===== config.mk =====
export PLATFORM = sky130hd
export DESIGN_NAME = running_average_scheduler
export DESIGN_NICKNAME = d
export VERILOG_FILES = /design/src/rtl/running_average_scheduler.sv
export SDC_FILE = /design/constraint.sdc
export NUM_CORES = 1
export LEC_CHECK = 0
export CORE_ASPECT_RATIO = 0.7
export CORE_MARGIN = 2
export CORE_UTILIZATION = 50
export CTS_CLUSTER_SIZE = 14
export DETAILED_ROUTE_END_ITERATION = 16
export PLACE_DENSITY = 0.7
export SLEW_MARGIN = 20
export SYNTH_ARGS = -nofsm -noshare
export SYNTH_HDL_FRONTEND = slang
export SYNTH_SLANG_ARGS = --single-unit

===== constraint.sdc =====
create_clock -name clk -period 8 [get_ports clk]
set_clock_uncertainty 0.2 [all_clocks]
set_input_delay 1.6 -clock clk [delete_from_list [all_inputs] [get_ports clk]]
set_output_delay 1.6 -clock clk [all_outputs]
set_load 0.02 [all_outputs]

===== src/rtl/running_average_scheduler.sv =====
// Round-robin arbiter feeding per-channel sliding-window averagers.
// One sample is accepted per cycle; its channel's windowed average is registered the next cycle.
module running_average_scheduler #(
  parameter int NUM_CH = 4,
  parameter int N      = 4
) (
  input  logic                      clk,
  input  logic                      reset,
  input  logic [NUM_CH-1:0]         req_valid_i,
  input  logic [NUM_CH*32-1:0]      req_data_i,
  output logic [NUM_CH-1:0]         req_ready_o,
  input  logic [NUM_CH-1:0]         clear_i,
  output logic                      avg_valid_o,
  output logic [$clog2(NUM_CH)-1:0] avg_ch_o,
  output logic [31:0]               avg_o,
  output logic                      avg_full_o
);

  localparam int CW = $clog2(NUM_CH);
  localparam int NW = $clog2(N);
  localparam logic [NW:0] FULL = (NW+1)'(N);

  // Per-channel window state
  logic [31:0]   r_buf   [NUM_CH][N];
  logic [NW-1:0] r_wptr  [NUM_CH];
  logic [NW:0]   r_count [NUM_CH];
  logic [31:0]   r_acc   [NUM_CH];
  logic [CW-1:0] r_rr_ptr;

  logic          r_avg_valid;
  logic          r_avg_full;
  logic [CW-1:0] r_avg_ch;
  logic [31:0]   r_avg;

  logic [NUM_CH-1:0] w_elig;
  logic [NUM_CH-1:0] w_grant;
  logic              w_accept;
  logic [CW-1:0]     w_gnt_ch;
  logic [31:0]       w_data [NUM_CH];
  logic [31:0]       w_sel_data;
  logic              w_sel_full;
  logic [31:0]       w_evicted;
  logic [31:0]       w_acc_next;

  always_comb begin
    for (int c = 0; c < NUM_CH; c++) begin
      w_data[c] = req_data_i[32*c +: 32];
    end
  end

  // A channel being cleared steps aside so the search moves on within the same cycle.
  assign w_elig = req_valid_i & ~clear_i;

  always_comb begin : arbiter
    logic [CW-1:0] idx;
    // NOTE: every combinational output gets a default first so no path leaves it unassigned (no latch).
    idx      = '0;
    w_accept = 1'b0;
    w_gnt_ch = '0;
    for (int i = 1; i <= NUM_CH; i++) begin
      idx = r_rr_ptr + CW'(i);
      if (!w_accept && w_elig[idx]) begin
        w_accept = 1'b1;
        w_gnt_ch = idx;
      end
    end
    w_grant = w_accept ? (NUM_CH'(1) << w_gnt_ch) : '0;
  end

  assign req_ready_o = w_grant;

  // Eviction only once the window is full; the partial window still divides by N.
  assign w_sel_data = w_data[w_gnt_ch];
  assign w_sel_full = (r_count[w_gnt_ch] == FULL);
  assign w_evicted  = w_sel_full ? r_buf[w_gnt_ch][r_wptr[w_gnt_ch]] : 32'd0;
  assign w_acc_next = r_acc[w_gnt_ch] + w_sel_data - w_evicted;

  always_ff @(posedge clk or negedge reset) begin
    if (!reset) begin
      for (int c = 0; c < NUM_CH; c++) begin
        r_wptr[c]  <= '0;
        r_count[c] <= '0;
        r_acc[c]   <= '0;
      end
      r_rr_ptr <= CW'(NUM_CH - 1);
    end else begin
      // NOTE: sequential state uses non-blocking assignments so every register samples pre-edge values.
      for (int c = 0; c < NUM_CH; c++) begin
        if (clear_i[c]) begin
          r_wptr[c]  <= '0;
          r_count[c] <= '0;
          r_acc[c]   <= '0;
        end else if (w_grant[c]) begin
          r_wptr[c] <= r_wptr[c] + 1'b1;
          r_acc[c]  <= w_acc_next;
          if (r_count[c] != FULL) begin
            r_count[c] <= r_count[c] + 1'b1;
          end
        end
      end
      if (w_accept) begin
        r_rr_ptr <= w_gnt_ch;
      end
    end
  end

  // NOTE: the sample memory has no reset; stale entries are never read until overwritten (count gates eviction).
  always_ff @(posedge clk) begin
    if (w_accept) begin
      r_buf[w_gnt_ch][r_wptr[w_gnt_ch]] <= w_sel_data;
    end
  end

  always_ff @(posedge clk or negedge reset) begin
    if (!reset) begin
      r_avg_valid <= 1'b0;
      r_avg_full  <= 1'b0;
      r_avg_ch    <= '0;
      r_avg       <= '0;
    end else begin
      r_avg_valid <= w_accept;
      r_avg_full  <= w_accept && w_sel_full;
      if (w_accept) begin
        r_avg_ch <= w_gnt_ch;
        r_avg    <= w_acc_next >> NW;
      end
    end
  end

  assign avg_valid_o = r_avg_valid;
  assign avg_full_o  = r_avg_full;
  assign avg_ch_o    = r_avg_ch;
  assign avg_o       = r_avg;

endmodule


Yosys cells after proc, flatten, opt, wreduce, memory -nomap -nowiden --
Memories as Yosys holds them, arrays and structs flattened. Index checks and enable logic that the tools add are counted.
Cells by class: add/subtract/negate cells 13, order comparisons 7, equality and inequality tests 5, shift-type cells 1, multiplexer cells 65, bitwise operators 4, reductions and logical operators 20
Operator list (number):
- 2-to-1 mux 32 bit | 16
- binary-select mux 32 bit (select 2 bit) | 3
- 2-to-1 mux 128 bit | 1
- demux 32 bit (select 2 bit) | 1
- 2-to-1 mux 3 bit | 14
- adder 32 bit | 1
- subtractor 32 bit | 1
- 2-to-1 mux 2 bit | 14
- nonzero test 2 bit | 8
- adder 3 x 1 -> 3 bit (second input constant) | 4
- less-than comparator 2 x 3 -> 1 bit (second input constant) | 4
- != test 3 bit (second input constant) | 4
- adder 2 x 1 -> 2 bit (second input constant) | 5
- 2-to-1 mux 1 bit | 9
- binary-select mux 1 bit (select 2 bit) | 4
- AND reduction 2 bit | 4
- binary-select mux 3 bit (select 2 bit) | 1
- greater-or-equal comparator 3 bit (second input constant) | 2
- inverter 2 -> 3 bit | 2
- logical AND 1 bit | 5
- adder 2 bit (second input constant) | 2
- AND 4 bit | 1
- binary-select mux 2 bit (select 2 bit) | 1
- 2-to-1 mux 4 bit | 1
- 5 further kinds | 7
Word-level totals: register bits after elaboration 184, bits in writable memories 512, input bits 138, logic and storage cells 133, memories 1
Memories:
- r_buf | depth 4, width 128, rd ports 1, clocked after memory_dff 0, write ports 1, line 24 | logic [31:0] r_buf [NUM_CH][N];

Logic depth before layout (Yosys ltp) --
word-level depth 26, depth in mapped cells 26, depth with buffers taken out 22

Worst setup path after synthesis --
No wires, ideal clock.
path type input -> register, start point in req_valid_i[0], end point reg r_avg[28] (netlist: avg_o[28]), setup time 125 ps, arrival 6746 ps, data required time 7675 ps, path slack 930 ps, cell stages on the path 22, path buffers 4, cell sequence nor2b_2 > o21ai_1 > a21boi_2 > nor3_4 > buf_4 > buf_2 > clkbuf_1 > clkbuf_1 > nand2_1 > and3_1 > a31oi_1 > fa_1 > ha_1 > o21ai_0 > a21oi_1 > a21oi_1 > nor4_1 > or3_1 > a31o_1 > a21oi_1 > xnor2_1 > mux2_2
RTL lines:
- start, declared | line 9 | input logic [NUM_CH-1:0] req_valid_i,
- AND 4 bit (*) | line 52 | assign w_elig = req_valid_i & ~clear_i;
- binary-select mux 1 bit (select 2 bit) | line 62 | if (!w_accept && w_elig[idx]) begin
- 2-to-1 mux 1 bit (implied by the code) | line 62
- 2-to-1 mux 1 bit | line 62
- logical NOT 1 bit | line 62
- logical AND 1 bit | line 62
- 2-to-1 mux 1 bit | line 62
- logical NOT 1 bit | line 62
- (+3 left out)
- logical AND 1 bit | line 62
- 2-to-1 mux 2 bit (*) | line 62
- inverter 2 -> 3 bit (implied by the code) (*) | line 73 | assign w_sel_data = w_data[w_gnt_ch];
- binary-select mux 32 bit (select 2 bit) (*) | line 73
- 2-to-1 mux 32 bit (implied by the code) (*) (2 in series) | line 73
- net w_sel_data[5] | line 40 | logic [31:0] w_sel_data;
- adder 32 bit (*) | line 76 | assign w_acc_next = r_acc[w_gnt_ch] + w_sel_data - w_evicted;
- subtractor 32 bit (*) | line 76
- end signal, assigned | line 125 | r_avg <= w_acc_next >> NW;
- end, declared | line 33 | logic [31:0] r_avg;
The timed path passes the listed nets; every way through them passes the cells marked *. The select of a mux whose other input is x is not followed. A chain may end at the register's enable or synchronous reset.

Final worst setup path --
start point in req_valid_i[0], end point reg r_acc[63] (netlist name)
On the way: cells in the longest elaborated chain, start to end 25
Ends and longest elaborated chain:
- AND 4 bit (*) | line 52
- parallel branches: the longest is 24 deep, another holds binary-select mux 1 bit (select 2 bit)
- end signal, assigned by index | line 95 | r_acc[c] <= w_acc_next;
- end, declared | line 27 | logic [31:0] r_acc [NUM_CH];
Every way passes the cells marked *. The select of a mux whose other input is x is not followed.

==> qor.yml <==
clocking:
  cts_tree: "yes"
  clk_latency_ps: 680
  h-tree-depth: 2
  clkTransAtPathRegs_ps: 60
  clockRootBuffer: "clkbuf_16"
  holdBufCountCts: 0
  cts_sinks: 696
  cts_made_buffers: 61
  post_cts_buffers: 0
  cts_resized: 0
  cts_buffer_depth: 3
min_path:
  hold_path_class: "reg -> reg"
  whs_path_depth: 2
  hold_path_end: "avg_ch_o[1]"
  hp-start: "avg_ch_o[1]"
synthesis:
  seq_area_frac_synth_pct: 62.1
  ys_warn_count: 0
  synthArstFlopShare_pct: 26.4
  synth_seq_cells: 696
  synth_top_area_share_pct: 47.8
  syn-instance-count: 3003
  ys_top_cells_by_area: "edfxtp_1, dfrtp_1, nand2_1"
  syn_area_per_cell_um2: 10.7
  synth_common_cells: "nand2_1, edfxtp_1, nand3_1, dfrtp_1, clkbuf_1"
  synthDistinctLibCells: 67
  ys.flop_type: "edfxtp_1"
  synth.most_common_cell: "nand2_1"
  netlist_area_um2: 32200
  yosysTopAreaCell: "edfxtp_1"
  synth_edf_count: 512
sta:
  setup_ws_ps: 526
  fmax_mhz: 134
  rsz0062_at_grt: "no"
  setup_violations: 0
  hold_slack_ps: 274
  relSlewSlack_pct: 29.4
  setup_tns_ps: 0
  hold_viol_final: 0
  finalCritPeriodShare_pct: 93.4
  min_period_ps: 7470
  drv_slew: 0
  worst_pin_slew_ps: 1060
die:
  die_area_um2: 66400
  start_util_pct: 50.7
  ios: 178
  chipHeight_um: 216
  num_rows: 77
  core_area_um2: 63400
  fp.dieW_um: 307
detailed_routing:
  vias: 24500
  routed_wl_mm: 92.1
  met2_length_mm: 41.4
  drt_iter0_markers: 3274
  routedWlPerCell_um: 22.6
  drc_errors: 0
  vias_per_cell: 6.02
  ant_nets: 0
  met1_length_mm: 38.8
  top_layer: "met4"
  first_pass_iters: 6
  dr_wl_met3_mm: 9.50
place:
  pre_cts_slack_ps: 22.0
  dpl.hpwl_mm: 56.7
  gp_congestion: 0.926
  portBuffers: 175
power_and_ir_drop:
  power_leakage_uw: 0.0147
  irDropWorstVdd_mv: 0.223
  p_per_area_nw_per_um2: 351
setup_path:
  crit_fanout: 78
  rr_startpoint: "r_rr_ptr[1]"
  cp.arrival_ps: 7770
  startpoint_type: "input port"
  endpoint_kind: "register"
  required_ps: 8300
  r2r_slack_ps: 1550
  critical_path_class: "in -> reg"
  cpPeakStageDelay_ps: 470
  critPathSlowestCell: "clkdlybuf4s50_1"
  reg2regPathDepth: 25
  r2r_end: "r_acc[63]"
finish:
  finalNetCount: 3402
  diodes: 0
  fill_cells: 5108
  multi_input_area_um2: 11200
  area_growth_pct: 16.7
  drive_gt1_share_pct: 8.77
  seq_area_um2: 20000
global_route:
  grt_pass1_vias: 23700
  grt_max_degree: 137
  grt_antenna_before_repair: 0
  grt_use_total_pct: 27.7
  grt-ovfl-total: 0
  grt_pass1_wl_mm: 142
run_status:
  outcome: "completed"
flow_run:
  cap_viol_max_count: 0
[flip-flops by register name (all words and copies together), names as in the netlist]
register     count
r_wptr           8
avg_full_o       1
r_acc          128
avg_o           30
r_rr_ptr         2
r_count         12
avg_ch_o         2
avg_valid_o      1
r_buf          512
[cell families (layout without fill, tap and decap cells)]
logic type / Yosys count / in the layout / share of synthesized area, %
compound gates: 323 / 323 / 6.69
xor+xnor: 35 / 35 / 1.00
fa+ha+maj: 71 / 71 / 3.49
buf+inv: 289 / 524 / 3.52
flops: 696 / 696 / 62.1
mux: 33 / 33 / 1.13
other cells: 1 / 2 / 0.0117
simple gates: 1555 / 1555 / 22.0
[cell type report]
type | count | area share [%]
clock buffers | 84 | 4.41
clock inverters | 25 | 0.687
inverters | 86 | 0.860
multi-input cells | 2019 | 29.9
flip-flops and latches | 696 | 53.3
well taps | 829 | 2.76
repair buffers | 329 | 8.16
[metal layers]
| layer | up-vias | global-route usage [%] |
|---|---|---|
| met3 | 147 | 4.58 |
| met5 | - | 0 |
| met4 | 0 | 8.15 |
| met1 | 12000 | 41.0 |
| li1 | 10900 | - |
| met2 | 1383 | 42.3 |
[worst max path at each step]
| stage | start | end | slack, ps | cells past startpoint |
|---|---|---|---|---|
| after floorplan | req_valid_i[0] | avg_o[28] | 930 | 22 |
| after global placement | req_valid_i[0] | r_acc[127] | 150 | 26 |
| after detailed placement | req_valid_i[0] | r_acc[127] | 20 | 26 |
| after CTS | req_valid_i[0] | r_acc[63] | 650 | 26 |
| after global routing | req_valid_i[0] | r_acc[127] | 90 | 26 |
| final | req_valid_i[0] | r_acc[63] | 530 | 26 |
[critical path: cells and delay by family]
family / cells / cell delay [ps]
compound gates: 12 / 2720
xor+xnor: 1 / 280
fa+ha+maj: 2 / 660
buf+inv: 6 / 1580
simple gates: 5 / 870
[metrics by stage]
stage	util [%]	cells	total power, µW	area [µm²]
6_report	59.2	4068	13200	37500
5_1_grt	59.2	4068	13900	37500
4_1_cts	59.2	4068	13100	37500
3_5_place_dp	56.2	3959	10200	35600
3_3_place_gp	56.2	3959	10100	35600
2_1_floorplan	-	3004	8150	32200
[placed cells by master (no fill, tap or decap), drive strengths merged, types with 7 or more instances in the layout]
cell,count
nand2,921
nor2,36
nand3b,128
nand2b,12
xor2,15
ha,40
inv,88
clkbuf,84
clkdlybuf4s50,174
o21ai,121
and2,12
mux2,11
mux2i,22
a21o,16
a311oi,85
nor3,21
a311o,10
a31oi,23
nand3,344
edfxtp,512
dfrtp,182
a21oi,43
xnor2,20
and3,56
nor2b,7
buf,155
clkinv,19
fa,31
[report_power, final]
group          total (µW)  switching [µW]  internal, µW  leakage, µW
combinational        5390            3500          1890      0.00668
sequential           4880             220          4660      0.00703
clock                2910            1340          1570     0.000934
No activity file was read; power rests on OpenSTA's default activity.
